### src/rtl/regfile_bist.sv
// BIST controller for the 8x16 regfile: writes a per-register pattern, reads it back, reports errors.
// Optional inverted second pass is enabled by defining REGFILE_BIST_INV_PASS_EN.
module regfile_bist (
    input  logic        clk,
    input  logic        reset_n,
    input  logic        start,
    input  logic [15:0] pattern,
    output logic [15:0] data_in,
    output logic [2:0]  writenum,
    output logic        write,
    output logic [2:0]  readnum,
    input  logic [15:0] data_out,
    output logic        busy,
    output logic        done,
    output logic        err,
    output logic [2:0]  fail_reg,
    output logic [3:0]  fail_cnt
);

    localparam logic [2:0] S_IDLE = 3'd0;
    localparam logic [2:0] S_WR   = 3'd1;
    localparam logic [2:0] S_RD   = 3'd2;
`ifdef REGFILE_BIST_INV_PASS_EN
    localparam logic [2:0] S_WR2  = 3'd3;
    localparam logic [2:0] S_RD2  = 3'd4;
`endif
    localparam logic [2:0] S_FIN  = 3'd5;

    logic [2:0]  r_state;
    logic [2:0]  r_n;
    logic [15:0] r_pat;
    logic        r_busy;
    logic        r_done;
    logic        r_err;
    logic [2:0]  r_fail_reg;
    logic [3:0]  r_fail_cnt;

    logic [2:0]  w_next;
    logic        w_inv;
    logic        w_in_wr;
    logic        w_in_rd;
    logic        w_last;
    logic        w_accept;
    logic        w_mismatch;
    logic [15:0] w_p;
    logic [15:0] w_exp;

`ifdef REGFILE_BIST_INV_PASS_EN
    assign w_inv   = (r_state == S_WR2) || (r_state == S_RD2);
    assign w_in_wr = (r_state == S_WR)  || (r_state == S_WR2);
    assign w_in_rd = (r_state == S_RD)  || (r_state == S_RD2);
`else
    assign w_inv   = 1'b0;
    assign w_in_wr = (r_state == S_WR);
    assign w_in_rd = (r_state == S_RD);
`endif

    assign w_p        = w_inv ? ~r_pat : r_pat;
    assign w_exp      = {w_p[15:3], w_p[2:0] ^ r_n};
    assign w_last     = (r_n == 3'd7);
    assign w_accept   = (r_state == S_IDLE) && start;
    assign w_mismatch = w_in_rd && (data_out != w_exp);

    // Regfile port drive decodes straight from state and n so that reset drops write immediately.
    assign write    = w_in_wr;
    assign writenum = w_in_wr ? r_n : 3'd0;
    assign data_in  = w_in_wr ? w_exp : 16'd0;
    assign readnum  = w_in_rd ? r_n : 3'd0;

    assign busy     = r_busy;
    assign done     = r_done;
    assign err      = r_err;
    assign fail_reg = r_fail_reg;
    assign fail_cnt = r_fail_cnt;

    // NOTE: w_next gets a default before the case so no path can infer a latch.
    always_comb begin
        w_next = r_state;
        case (r_state)
            S_IDLE:  if (start)  w_next = S_WR;
            S_WR:    if (w_last) w_next = S_RD;
`ifdef REGFILE_BIST_INV_PASS_EN
            S_RD:    if (w_last) w_next = S_WR2;
            S_WR2:   if (w_last) w_next = S_RD2;
            S_RD2:   if (w_last) w_next = S_FIN;
`else
            S_RD:    if (w_last) w_next = S_FIN;
`endif
            S_FIN:   w_next = S_IDLE;
            default: w_next = S_IDLE;
        endcase
    end

    // NOTE: all state updates use non-blocking assignments so every flop samples pre-edge values.
    always_ff @(posedge clk or negedge reset_n) begin
        if (!reset_n) begin
            r_state    <= S_IDLE;
            r_n        <= 3'd0;
            r_pat      <= 16'd0;
            r_busy     <= 1'b0;
            r_done     <= 1'b0;
            r_err      <= 1'b0;
            r_fail_reg <= 3'd0;
            r_fail_cnt <= 4'd0;
        end else begin
            r_state <= w_next;
            r_busy  <= (w_next != S_IDLE);
            r_done  <= (w_next == S_FIN);
            // n restarts at 0 on every state entry and only advances inside a pass
            if ((w_in_wr || w_in_rd) && (w_next == r_state))
                r_n <= r_n + 3'd1;
            else
                r_n <= 3'd0;

            if (w_accept) begin
                r_pat      <= pattern;
                r_err      <= 1'b0;
                r_fail_reg <= 3'd0;
                r_fail_cnt <= 4'd0;
            end else if (w_mismatch) begin
                r_err <= 1'b1;
                if (r_fail_cnt != 4'd15)
                    r_fail_cnt <= r_fail_cnt + 4'd1;
                if (!r_err)
                    r_fail_reg <= r_n;
            end
        end
    end

endmodule

### config.mk
export PLATFORM = sky130hd
export DESIGN_NAME = regfile_bist
export DESIGN_NICKNAME = d
export VERILOG_FILES = /design/src/rtl/regfile_bist.sv
export SDC_FILE = /design/constraint.sdc
export NUM_CORES = 1
export LEC_CHECK = 0
export ABC_AREA = 1
export CELL_PAD_IN_SITES_DETAIL_PLACEMENT = 1
export CELL_PAD_IN_SITES_GLOBAL_PLACEMENT = 1
export CORE_MARGIN = 3
export CORE_UTILIZATION = 39
export DETAILED_ROUTE_END_ITERATION = 12
export DONT_BUFFER_PORTS = 1
export PLACE_DENSITY_LB_ADDON = 0.1
export SETUP_SLACK_MARGIN = 0.3
export SKIP_CTS_REPAIR_TIMING = 1
export SLEW_MARGIN = 20
export SYNTH_ARGS = -nofsm -noshare
export SYNTH_HDL_FRONTEND = slang
export SYNTH_SLANG_ARGS = --single-unit
### constraint.sdc
create_clock -name clk -period 3.7 [get_ports clk]
set_input_delay 0.37 -clock clk [delete_from_list [all_inputs] [get_ports clk]]
set_output_delay 0.37 -clock clk [all_outputs]
set_load 0.02 [all_outputs]
==> results of run 1 <==
## how the worst max path moves through the flow
stage | slack, ps | cells after the start | from | to
2_1_floorplan | 2130 | 5 | r_state[2]$_DFF_PN0_ | data_in[10]
3_3_place_gp | 1600 | 3 | r_state[2]$_DFF_PN0_ | data_in[0]
3_5_place_dp | 1530 | 3 | r_state[2]$_DFF_PN0_ | data_in[2]
4_1_cts | 1210 | 3 | r_state[2]$_DFF_PN0_ | data_in[2]
5_1_grt | 1040 | 3 | r_state[2]$_DFF_PN0_ | data_in[2]
6_report | 1280 | 3 | r_state[2]$_DFF_PN0_ | data_in[2]
## worst max-delay path: cells and delay by family, from the launching register on
family	cells	cell delay (ps)
buffers and inverters	1	80
AND/OR/NAND/NOR	1	580
flip-flops	1	440
AO/OA/AOI/OAI	1	660
## cell usage after synthesis
cell                       number
sky130_fd_sc_hd__or2_2          1
sky130_fd_sc_hd__o31ai_1        1
sky130_fd_sc_hd__nand4_1        2
sky130_fd_sc_hd__inv_2          1
sky130_fd_sc_hd__xor2_1         5
sky130_fd_sc_hd__nor2_4         1
sky130_fd_sc_hd__dfrtp_1       32
sky130_fd_sc_hd__ha_1           3
sky130_fd_sc_hd__nand2_1       64
sky130_fd_sc_hd__nor2_1        39
sky130_fd_sc_hd__o21ai_0       16
sky130_fd_sc_hd__a21oi_1        3
sky130_fd_sc_hd__or2_1          1
sky130_fd_sc_hd__nand3b_1       1
sky130_fd_sc_hd__inv_1         40
sky130_fd_sc_hd__buf_2          5
sky130_fd_sc_hd__nand3_1        8
sky130_fd_sc_hd__nand2_2        5
sky130_fd_sc_hd__xnor2_1        8
sky130_fd_sc_hd__nand3_2        3
## cells by family after synthesis
family | synth area share
buffers and inverters | 0.101
AO/OA/AOI/OAI | 0.0581
XOR/XNOR | 0.0645
flip-flops | 0.454
adder cells (fa/ha/maj) | 0.0213
AND/OR/NAND/NOR | 0.301
## power breakdown
part	internal [W]	total, W	switching (W)
clock	0.000148	0.000279	0.000130
sequential	0.000482	0.000617	0.000135
combinational	0.000196	0.000691	0.000494
total	0.000827	0.00159	0.000760
## metrics by stage
| step | hold slack, ps | area, sq um |
|---|---|---|
| finish | 204 | 1930 |
| global route | 200 | 1930 |
| CTS | -236 | 1900 |
| detailed placement | 75.3 | 1800 |
| global placement | 75.2 | 1800 |
| floorplan | 74.4 | 1770 |
## layer usage
| layer | wire length, um | up-vias | global-route usage | part of all wire |
|---|---|---|---|---|
| met3 | 319 | 6 | 0.0561 | 0.078 |
| met5 | 0 | - | 0 | 0 |
| met1 | 1800 | 644 | 0.197 | 0.44 |
| li1 | - | 725 | - | - |
| met4 | 57 | 0 | 0.0553 | 0.014 |
| met2 | 1900 | 38 | 0.268 | 0.47 |
## area by class of cell
| type | count | area [sq um] | share of cell area |
|---|---|---|---|
| clock buffers | 6 | 82.6 | 0.0429 |
| repair buffers | 2 | 30.0 | 0.0156 |
| inverters | 41 | 154 | 0.0799 |
| flip-flops and latches | 32 | 801 | 0.416 |
| well taps | 50 | 62.6 | 0.0325 |
| multi-input cells | 161 | 786 | 0.408 |
| clock inverters | 2 | 10.0 | 0.00520 |
## placed cells by master, fill, tap and decap left out
cell / Yosys / final
sky130_fd_sc_hd__a21oi_1: 3 / 3
sky130_fd_sc_hd__buf_12: 0 / 1
sky130_fd_sc_hd__clkbuf_8: 0 / 6
sky130_fd_sc_hd__clkinv_2: 0 / 2
sky130_fd_sc_hd__dfrtp_1: 32 / 32
sky130_fd_sc_hd__dlygate4sd3_1: 0 / 1
sky130_fd_sc_hd__ha_1: 3 / 3
sky130_fd_sc_hd__inv_1: 40 / 40
sky130_fd_sc_hd__inv_2: 1 / 1
sky130_fd_sc_hd__nand2_1: 64 / 64
sky130_fd_sc_hd__nand2_2: 5 / 5
sky130_fd_sc_hd__nand3_1: 8 / 8
sky130_fd_sc_hd__nand3_2: 3 / 3
sky130_fd_sc_hd__nand3b_1: 1 / 1
sky130_fd_sc_hd__nand4_1: 2 / 2
sky130_fd_sc_hd__nor2_1: 39 / 39
sky130_fd_sc_hd__nor2_4: 1 / 1
sky130_fd_sc_hd__o21ai_0: 16 / 16
sky130_fd_sc_hd__o31ai_1: 1 / 1
sky130_fd_sc_hd__or2_1: 1 / 1
sky130_fd_sc_hd__or2_2: 1 / 1
sky130_fd_sc_hd__xnor2_1: 8 / 8
sky130_fd_sc_hd__xor2_1: 5 / 5
==> summary.md, run 1 <==
- 0 — synthesis warning total
- 9.07% — Area Overhead vs Synth
- 0.431 — worst slew margin relative to its limit
- 1,413 — vias
- 13.9 um — routed length per instance
- 0 — final hold violation count
- 0 — remaining global-route overflow
- 2420 ps — final worst path period need
- 660 ps — maximum single-stage delay on the critical path
- reg2out — type of the worst setup path
- 239 — synthesized instance count
- 0.0820 — share of layout cells above drive strength 1
- 0 — Max Slew Vio Count
- in2reg — Worst Hold Class
- 32 — number of clock sinks seen by CTS
- 6620 um — wire length of the first global-routing pass
- sky130_fd_sc_hd__dfrtp_1 — cell accounting for the most synthesized area
- r_state[2]$_DFF_PN0_ — Worst R2R Start
- 4170 sq um — area of the core region
- 2 — # H-tree levels
- 280 ps — clock insertion delay at the later pin of the skew report
- 277 — Synthesized Nets
- busy$_DFF_PN0_ — Crit Reg-Reg Endpoint
- 0.163 — Total Routing Usage GR
- 4 — iteration count of the initial detailed-routing pass
- 546 — Filler Cells Inserted
- 0 — count of maximum capacitance violations
- 1280 ps — final setup slack of the worst path
- 1770 sq um — synthesized cell area
- 294 — final cell count without fillers
- register — crit path launch type
- 0 — number of antenna violations at the first check in global routing
- inv_1, nand3_1, a21oi_1 — critical path, cell by cell
- 284 — total placed cells including tap cells
- 5 — CTS buffer count
- r_pat[1]$_DFFE_PN0P_ — destination of the worst hold path
- 20 — post-synth cell types
- 0 — Buffers on Ports
- 3330 ps — worst path required time
- finished clean — status
- 34 — pin count of the biggest net entering global routing
- 2 — cell count of the worst hold path
- 850 ps — worst slew pin tran
- 73.3 um — x dimension of the die
- 68 — num ports
- yes — CTS tree
- 32 — synthesis-stage register bit count
- r_pat — register with the most flip-flops
- 6 — length in cells of the worst reg-to-reg path
- 2050 ps — critical path data arrival time
- 73.3 um — Die Height
- 21 — Max Fanout on Critical Path
- 281 — Total Nets Final
- 413 MHz — highest clock rate
- 0.654 — final critical-path share of the clock period
- 1530 ps — setup slack after placement
- 300 uV — maximum vdd drop
- primary output — CP endpoint kind
- 0 — antenna cell count
- sky130_fd_sc_hd__dfrtp_1 45%, sky130_fd_sc_hd__nand2_1 14%, sky130_fd_sc_hd__inv_1 8.5% — top area cells in the synthesized netlist
- 0 — final setup violation count
- 0.00159 W — Total Power
- no — RSZ-0062 raised after global routing
- 2 — clock tree buffer depth
- 70 ps — clock transition time at the flip-flop clock pins of the worst setup and hold paths
- 44 — First DRT Iteration DRCs
- 4.81 — routed vias/inst
- 0.454 — share of the synthesized area in the top cell type
- 1.03 nW — leak pwr
- 1630 ps — worst reg2reg setup slack
- pattern[1] — Min-Delay Startpoint
- 7.39 sq um — mean post-synth cell area
- 9.03 ps — Worst Skew
- 824 nW/um^2 — ratio of total power to cell area
- 23 — standard-cell row count
- 3030 um — HPWL Detailed
- 1,437 — number of global-route vias before repair
- 0 — Residual DRC
- sky130_fd_sc_hd__clkbuf_8 — Clock Tree Root
- 5370 sq um — die area
- 16 — flip-flop count of the largest register, all copies and words added
- 0.423 — initial core utilization
- 0 ps — final setup TNS
- 0 — count of antenna-violating nets left after detailed routing
- 0.766 — RePlAce Congestion
- 0.454 — part of the Yosys area used for sequential elements
- sky130_fd_sc_hd__a21oi_1 — Max stage delay cell, worst path
- 0.461 — share of the core filled with cells
- 4080 um — overall routed net length
Power figures use the tool's default switching activity.
==> run 2: changes to the inputs <==
clock period = 2.31 ns   (was 3.7 ns; I/O delays follow)
==> run 2 against run 1 <==
Core utilization is 4.0 points higher. Global-route usage rose by 1.1 points. Largest cell class unchanged. First-iteration DRC count increased by 61%.
==> summary.md, run 2 (synthesized netlist as in run 1, its figures left out) <==
- 384 ps — worst slew pin tran, -467 ps
- 64 x sky130_fd_sc_hd__nand2_1, 40 x sky130_fd_sc_hd__inv_1, 39 x sky130_fd_sc_hd__nor2_1 — highest-count cells in the layout ignoring fill and taps
- primary output — CP endpoint kind
- 73.3 um — x dimension of the die, unchanged
- 73.3 um — Die Height, unchanged
- 0 — antenna cell count, unchanged
- 390 ps — maximum single-stage delay on the critical path, -270 ps
- 71 — First DRT Iteration DRCs, +61%
- 801 sq um — area taken by flip-flops and latches, unchanged
- 546 — Filler Cells Inserted, unchanged
- 786 sq um — area of combinational cells with multiple inputs, unchanged
- 0.743 — worst slew margin relative to its limit, +0.312
- finished clean — status
- 4460 um — overall routed net length, +9.4%
- 70 ps — clock transition time at the flip-flop clock pins of the worst setup and hold paths, about the same
- no — RSZ-0062 raised after global routing
- 0 — count of antenna-violating nets left after detailed routing, unchanged
- 0 — remaining global-route overflow, unchanged
- 0 — final hold violation count, unchanged
- 0.347 — relative contribution of sequential cells to total power, -0.042
- 1370 nW/um^2 — ratio of total power to cell area, +66%
- in2reg — Worst Hold Class
- reg2out — type of the worst setup path
- yes — CTS tree
- 1820 ps — final worst path period need
- simple AND/OR/NAND/NOR gates — Top delay family on crit path
- 4 — iteration count of the initial detailed-routing pass, unchanged
- 0.00157 W — cell internal pwr, +90%
- 6 — Max Fanout on Critical Path, -71%
- 0.423 — initial core utilization, unchanged
- 16 — flip-flop count of the largest register, all copies and words added, unchanged
- 0 — Max Slew Vio Count, unchanged
- sky130_fd_sc_hd__dfrtp_1 — Max stage delay cell, worst path
- 68 — num ports, unchanged
- 32 — number of clock sinks seen by CTS, unchanged
- 0.00129 W — total net switching power, +69%
- 1.14 nW — leak pwr, +11%
- register — crit path launch type
- 4.85 — routed vias/inst, +1.0%
- 1 — total buffers and inverters traversed by the critical path, unchanged
- 0.174 — Total Routing Usage GR, +0.0115
- 0.787 — final critical-path share of the clock period
- 1,541 — number of global-route vias before repair, +7.2%
- 0.451 — switching share of power, -0.0284
- 0 — number of antenna violations at the first check in global routing, unchanged
- 18.4% — Area Overhead vs Synth
- 3280 um — HPWL Detailed, +8.2%
- 0 — final setup violation count, unchanged
- sky130_fd_sc_hd__nand2_1 — most common library cell in the layout ignoring fill and taps
- 4170 sq um — area of the core region, unchanged
- 14.1 um — routed length per instance, +1.7%
- r_pat — register with the most flip-flops
- 53.8 ps — tightest hold margin, -150 ps
- 290 ps — clock insertion delay at the later pin of the skew report, about the same
- 34 — pin count of the biggest net entering global routing, unchanged
- 2 — clock tree buffer depth, unchanged
- 542 uV — maximum vdd drop, +81%
- sky130_fd_sc_hd__clkbuf_8 — Clock Tree Root
- 0 — Residual DRC, unchanged
- 2 — # H-tree levels, unchanged
- 0.494 — relative contribution of combinational cells to total power, +0.059
- 7090 um — wire length of the first global-routing pass, +7.1%
- 550 MHz — highest clock rate
- 0 ps — final setup TNS, unchanged
- 1,534 — vias, +8.6%
- 2080 ps — worst path required time, -1250 ps
- or2_1, nor2_4, inv_1, nor2_1 — critical path, cell by cell
- 5 — CTS buffer count, unchanged
- 0.727 — RePlAce Congestion, -5.1%
- 6.60 ps — Worst Skew, -2.44 ps
- 23 — standard-cell row count, unchanged
- 303 — Total Nets Final, +7.8%
- 0.158 — share of layout cells above drive strength 1, +0.0759
- 0 — Buffers on Ports, unchanged
- 0 — count of maximum capacitance violations, unchanged
- 0.158 — fraction of power consumed by the clock network, -0.018
- 5370 sq um — die area, unchanged
- 1590 ps — critical path data arrival time, -460 ps
## run 2: cell types whose count changed in the layout (fill, tap and decap cells not counted)
cell,before,now
sky130_fd_sc_hd__buf_4,0,22
## run 2: final cells by class
cell class	count	area share
tap	50	0.0299
sequential	32	0.383
timing repair buffer	24	0.0934
clock buffer	6	0.0395
inverter	41	0.0736
clock inverter	2	0.00479
multi-input combinational	161	0.376
## run 2: final timing paths
| check | start | to | cells past startpoint | slack, ps |
|---|---|---|---|---|
| min in group asynchronous | reset_n | r_state[2]$_DFF_PN0_ | 2 | 410 |
| worst min register to register | r_n[0]$_DFF_PN0_ | r_n[0]$_DFF_PN0_ | 1 | 540 |
| max in group asynchronous | reset_n | r_pat[9]$_DFFE_PN0P_ | 2 | 1730 |
| worst max register to register | r_n[1]$_DFF_PN0_ | r_n[0]$_DFF_PN0_ | 8 | 700 |
| worst min-delay path | pattern[1] | r_pat[1]$_DFFE_PN0P_ | 2 | 50 |
| worst max-delay path | r_state[0]$_DFF_PN0_ | readnum[2] | 4 | 490 |
## run 2: layer usage
metal  global-route usage  vias to the layer above  routed length [um]  part of all wire
met5                    0                        -                   0                 0
met1                0.202                      717                1840              0.41
li1                     -                      767                   -                 -
met3               0.0670                        9                 364             0.082
met4               0.0676                        0                  76             0.017
met2                0.288                       41                2190              0.49
## run 2: power groups by stage
| stage | Combinational (W) | Clock, W | Sequential, W |
|---|---|---|---|
| 2_1_floorplan | 0.000953 | 0 | 0.000961 |
| 3_3_place_gp | 0.00139 | 0 | 0.000992 |
| 3_5_place_dp | 0.00142 | 0 | 0.00100 |
| 4_1_cts | 0.00143 | 0.000465 | 0.000994 |
| 5_1_grt | 0.00160 | 0.000492 | 0.00102 |
| 6_report | 0.00141 | 0.000451 | 0.000993 |
## run 2: through the flow
| step | cell area, sq um | total power (W) | worst slack, ps | util | std cells |
|---|---|---|---|---|---|
| 2_1_floorplan | 1770 | 0.00191 | 876 | - | 239 |
| 3_3_place_gp | 1970 | 0.00238 | 776 | 0.472 | 306 |
| 3_5_place_dp | 1970 | 0.00242 | 738 | 0.472 | 306 |
| 4_1_cts | 2060 | 0.00289 | 466 | 0.494 | 314 |
| 5_1_grt | 2090 | 0.00311 | 407 | 0.501 | 316 |
| 6_report | 2090 | 0.00286 | 491 | 0.501 | 316 |
==> run 3: changes to the inputs <==
clock period = 1.45 ns   (was 2.31 ns; I/O delays follow)
==> run 3 against run 2 <==
The flow now finishes with violations (hold timing, setup timing). Final area rose by 43%. Core utilization rose by 22 points. Register-to-register slack got worse by 1000 ps. Flip-flop and latch count did not move. Cell count rose by 13%. Count of clock-buffer cells in the layout fell by 1. Via count rose by 29%. Non-clock buffer count rose by 42. Critical path depth rose by 7. Total power rose by 130%. Sequential power rose by 65%. Highest routed layer unchanged.
==> summary.md, run 3 (synthesized netlist as in run 1, its figures left out) <==
- met2 — layer with the highest usage after global routing
- 0.0492 — met3 usage, -0.0178
- 4 — Max Fanout on Critical Path, -2
- 0 — remaining global-route overflow, unchanged
- 0.707 — worst slew margin relative to its limit, -0.0368
- 8110 um — wire length of the first global-routing pass, +14%
- simple AND/OR/NAND/NOR gates — Top delay family on crit path
- 32 — number of clock sinks seen by CTS, unchanged
- 16 — flip-flop count of the largest register, all copies and words added, unchanged
- 0.198 — Total Routing Usage GR, +0.0240
- 450 — Filler Cells Inserted, -18%
- 33 — pin count of the biggest net entering global routing, -2.9%
- register — crit path launch type
- 1770 ps — final worst path period need
- register — CP endpoint kind
- 0 — total buffers and inverters traversed by the critical path, -1
- reg2reg — type of the worst setup path
- sky130_fd_sc_hd__nand2_1 — most common library cell in the layout ignoring fill and taps
- 102 — First DRT Iteration DRCs, +44%
- 68 — num ports, unchanged
- 410 ps — maximum single-stage delay on the critical path, +20 ps
- 0.490 — share of layout cells above drive strength 1, +0.332
- 2 — # H-tree levels, unchanged
- 41 x sky130_fd_sc_hd__nand2_1, 32 x sky130_fd_sc_hd__inv_1, 31 x sky130_fd_sc_hd__buf_4 — highest-count cells in the layout ignoring fill and taps
- 4 — iteration count of the initial detailed-routing pass, unchanged
- 5370 sq um — die area, unchanged
- 73.3 um — Die Height, unchanged
- -316 ps — final setup slack of the worst path, -807 ps
- 0 — count of maximum capacitance violations, unchanged
- 290 ps — clock insertion delay at the later pin of the skew report, about the same
- 0 — Buffers on Ports, unchanged
- sky130_fd_sc_hd__dfrtp_1 — Max stage delay cell, worst path
- 566 MHz — highest clock rate
- 2 — clock tree buffer depth, unchanged
- 0 — number of antenna violations at the first check in global routing, unchanged
- 73.3 um — x dimension of the die, unchanged
- 0 — count of antenna-violating nets left after detailed routing, unchanged
- 1300 uV — maximum vdd drop, +140%
- yes — RSZ-0062 raised after global routing
- 69.7% — Area Overhead vs Synth
- 23 — standard-cell row count, unchanged
- 4170 sq um — area of the core region, unchanged
- 1.22 — final critical-path share of the clock period
- 33 — final setup violation count, +33
- 1,718 — number of global-route vias before repair, +11%
- in2reg — Worst Hold Class
- r_pat — register with the most flip-flops
- 0.751 — RePlAce Congestion, +3.3%
- 345 — Total Nets Final, +14%
- 0.718 — share of the core filled with cells, +0.217
- 8550 um — overall routed net length, +91%
- 358 — final cell count without fillers, +13%
- 23.9 um — routed length per instance, +69%
- 1,983 — vias, +29%
- 5.54 — routed vias/inst, +14%
- 1990 ps — critical path data arrival time, +400 ps
- 0.227 — met1 Use GR, +0.0249
- 3940 um — HPWL Detailed, +20%
- sky130_fd_sc_hd__nand2_1 — Top cell by count, worst path
- 0.358 — global routing usage on met2, +0.0705
- 2220 sq um — post-place instance area, +13%
- 0.00660 W — Total Power, +130%
- 2200 nW/um^2 — ratio of total power to cell area, +61%
- 3 — final hold violation count, +3
- 5 — CTS buffer count, unchanged
- 3.87 ps — Worst Skew, -2.72 ps
- yes — CTS tree
- 3000 sq um — Design Area, Final, +43%
- 319 — total placed cells including tap cells, +4.2%
- -2960 ps — final setup TNS, -2960 ps
- 1680 ps — worst path required time, -400 ps
- 0.423 — initial core utilization, unchanged
- 0 — Residual DRC, unchanged
- complete, but fails checks — status
- 0 — Max Slew Vio Count, unchanged
- hold timing, setup timing — violated checks
- 1.47 nW — leak pwr, +30%
- sky130_fd_sc_hd__clkbuf_8 — Clock Tree Root
- 70 ps — clock transition time at the flip-flop clock pins of the worst setup and hold paths, about the same
- 0 — antenna cell count, unchanged
- xnor2_1, nand2_1, nor2_1, nand2_1, nor2_2, nand2_4, nand2_4, nand2_2, nand2_2, nand2_1, nand2_1 — critical path, cell by cell
- -17.9 ps — tightest hold margin, -71.6 ps
- 440 ps — worst slew pin tran, +56.6 ps
[run 3: cell count changes in the layout (fill, tap and decap cells not counted), sizes merged]
cell / previous run / this run
clkinvlp: 0 / 1
dlygate4sd3: 1 / 13
clkinv: 2 / 1
buf: 23 / 50
clkbuf: 6 / 8
bufinv: 0 / 1
[run 3: report_power, final]
| part | internal (W) | total (W) | switching, W |
|---|---|---|---|
| Combinational | 0.00169 | 0.00407 | 0.00238 |
| Sequential | 0.00123 | 0.00164 | 0.000403 |
| Clock | 0.000509 | 0.000891 | 0.000382 |
| Total | 0.00344 | 0.00660 | 0.00316 |
[run 3: per-layer routing]
layer / part of all wire / vias to the layer above
li1: - / 858
met1: 0.36 / 995
met2: 0.54 / 100
met3: 0.057 / 30
met4: 0.039 / 0
met5: 0 / -
[run 3: worst register-to-register path: stages (launching register included)]
cell                      delay, ps
sky130_fd_sc_hd__dfrtp_1        410
sky130_fd_sc_hd__xnor2_1        190
sky130_fd_sc_hd__nand2_1         90
sky130_fd_sc_hd__nor2_1         170
sky130_fd_sc_hd__nand2_1        130
sky130_fd_sc_hd__nor2_2         150
sky130_fd_sc_hd__nand2_4        110
sky130_fd_sc_hd__nand2_4        100
sky130_fd_sc_hd__nand2_2         60
sky130_fd_sc_hd__nand2_2         90
sky130_fd_sc_hd__nand2_1         90
sky130_fd_sc_hd__nand2_1        110
[run 3: metrics by stage]
stage          hold slack [ps]  setup slack [ps]
2_1_floorplan             -151               136
3_3_place_gp              -150             -89.6
3_5_place_dp              -150              -122
4_1_cts                   -458              -261
5_1_grt                  -5.87              -480
6_report                 -17.9              -316
[run 3: final cells by class]
cell class	count	area, sq um	area share
Clock buffer	5	68.8	0.0230
Clock inverter	3	42.5	0.0142
Tap cell	50	62.6	0.0209
Sequential cell	32	803	0.268
Timing Repair Buffer	66	686	0.229
Multi-Input combinational cell	161	1170	0.390
Inverter	41	164	0.0547
[run 3: final timing paths]
check	startpoint	to	slack, ps	depth (start not counted)
min in group asynchronous	reset_n	fail_reg[0]$_DFFE_PN0P_	320	2
max in group asynchronous	reset_n	r_n[1]$_DFF_PN0_	930	2
max reg2reg	r_pat[13]$_DFFE_PN0P_	fail_cnt[2]$_DFFE_PN0P_	-320	11
min	pattern[3]	r_pat[3]$_DFFE_PN0P_	-20	2
min reg2reg	r_pat[0]$_DFFE_PN0P_	r_pat[0]$_DFFE_PN0P_	600	2
max	r_pat[13]$_DFFE_PN0P_	fail_cnt[2]$_DFFE_PN0P_	-320	11
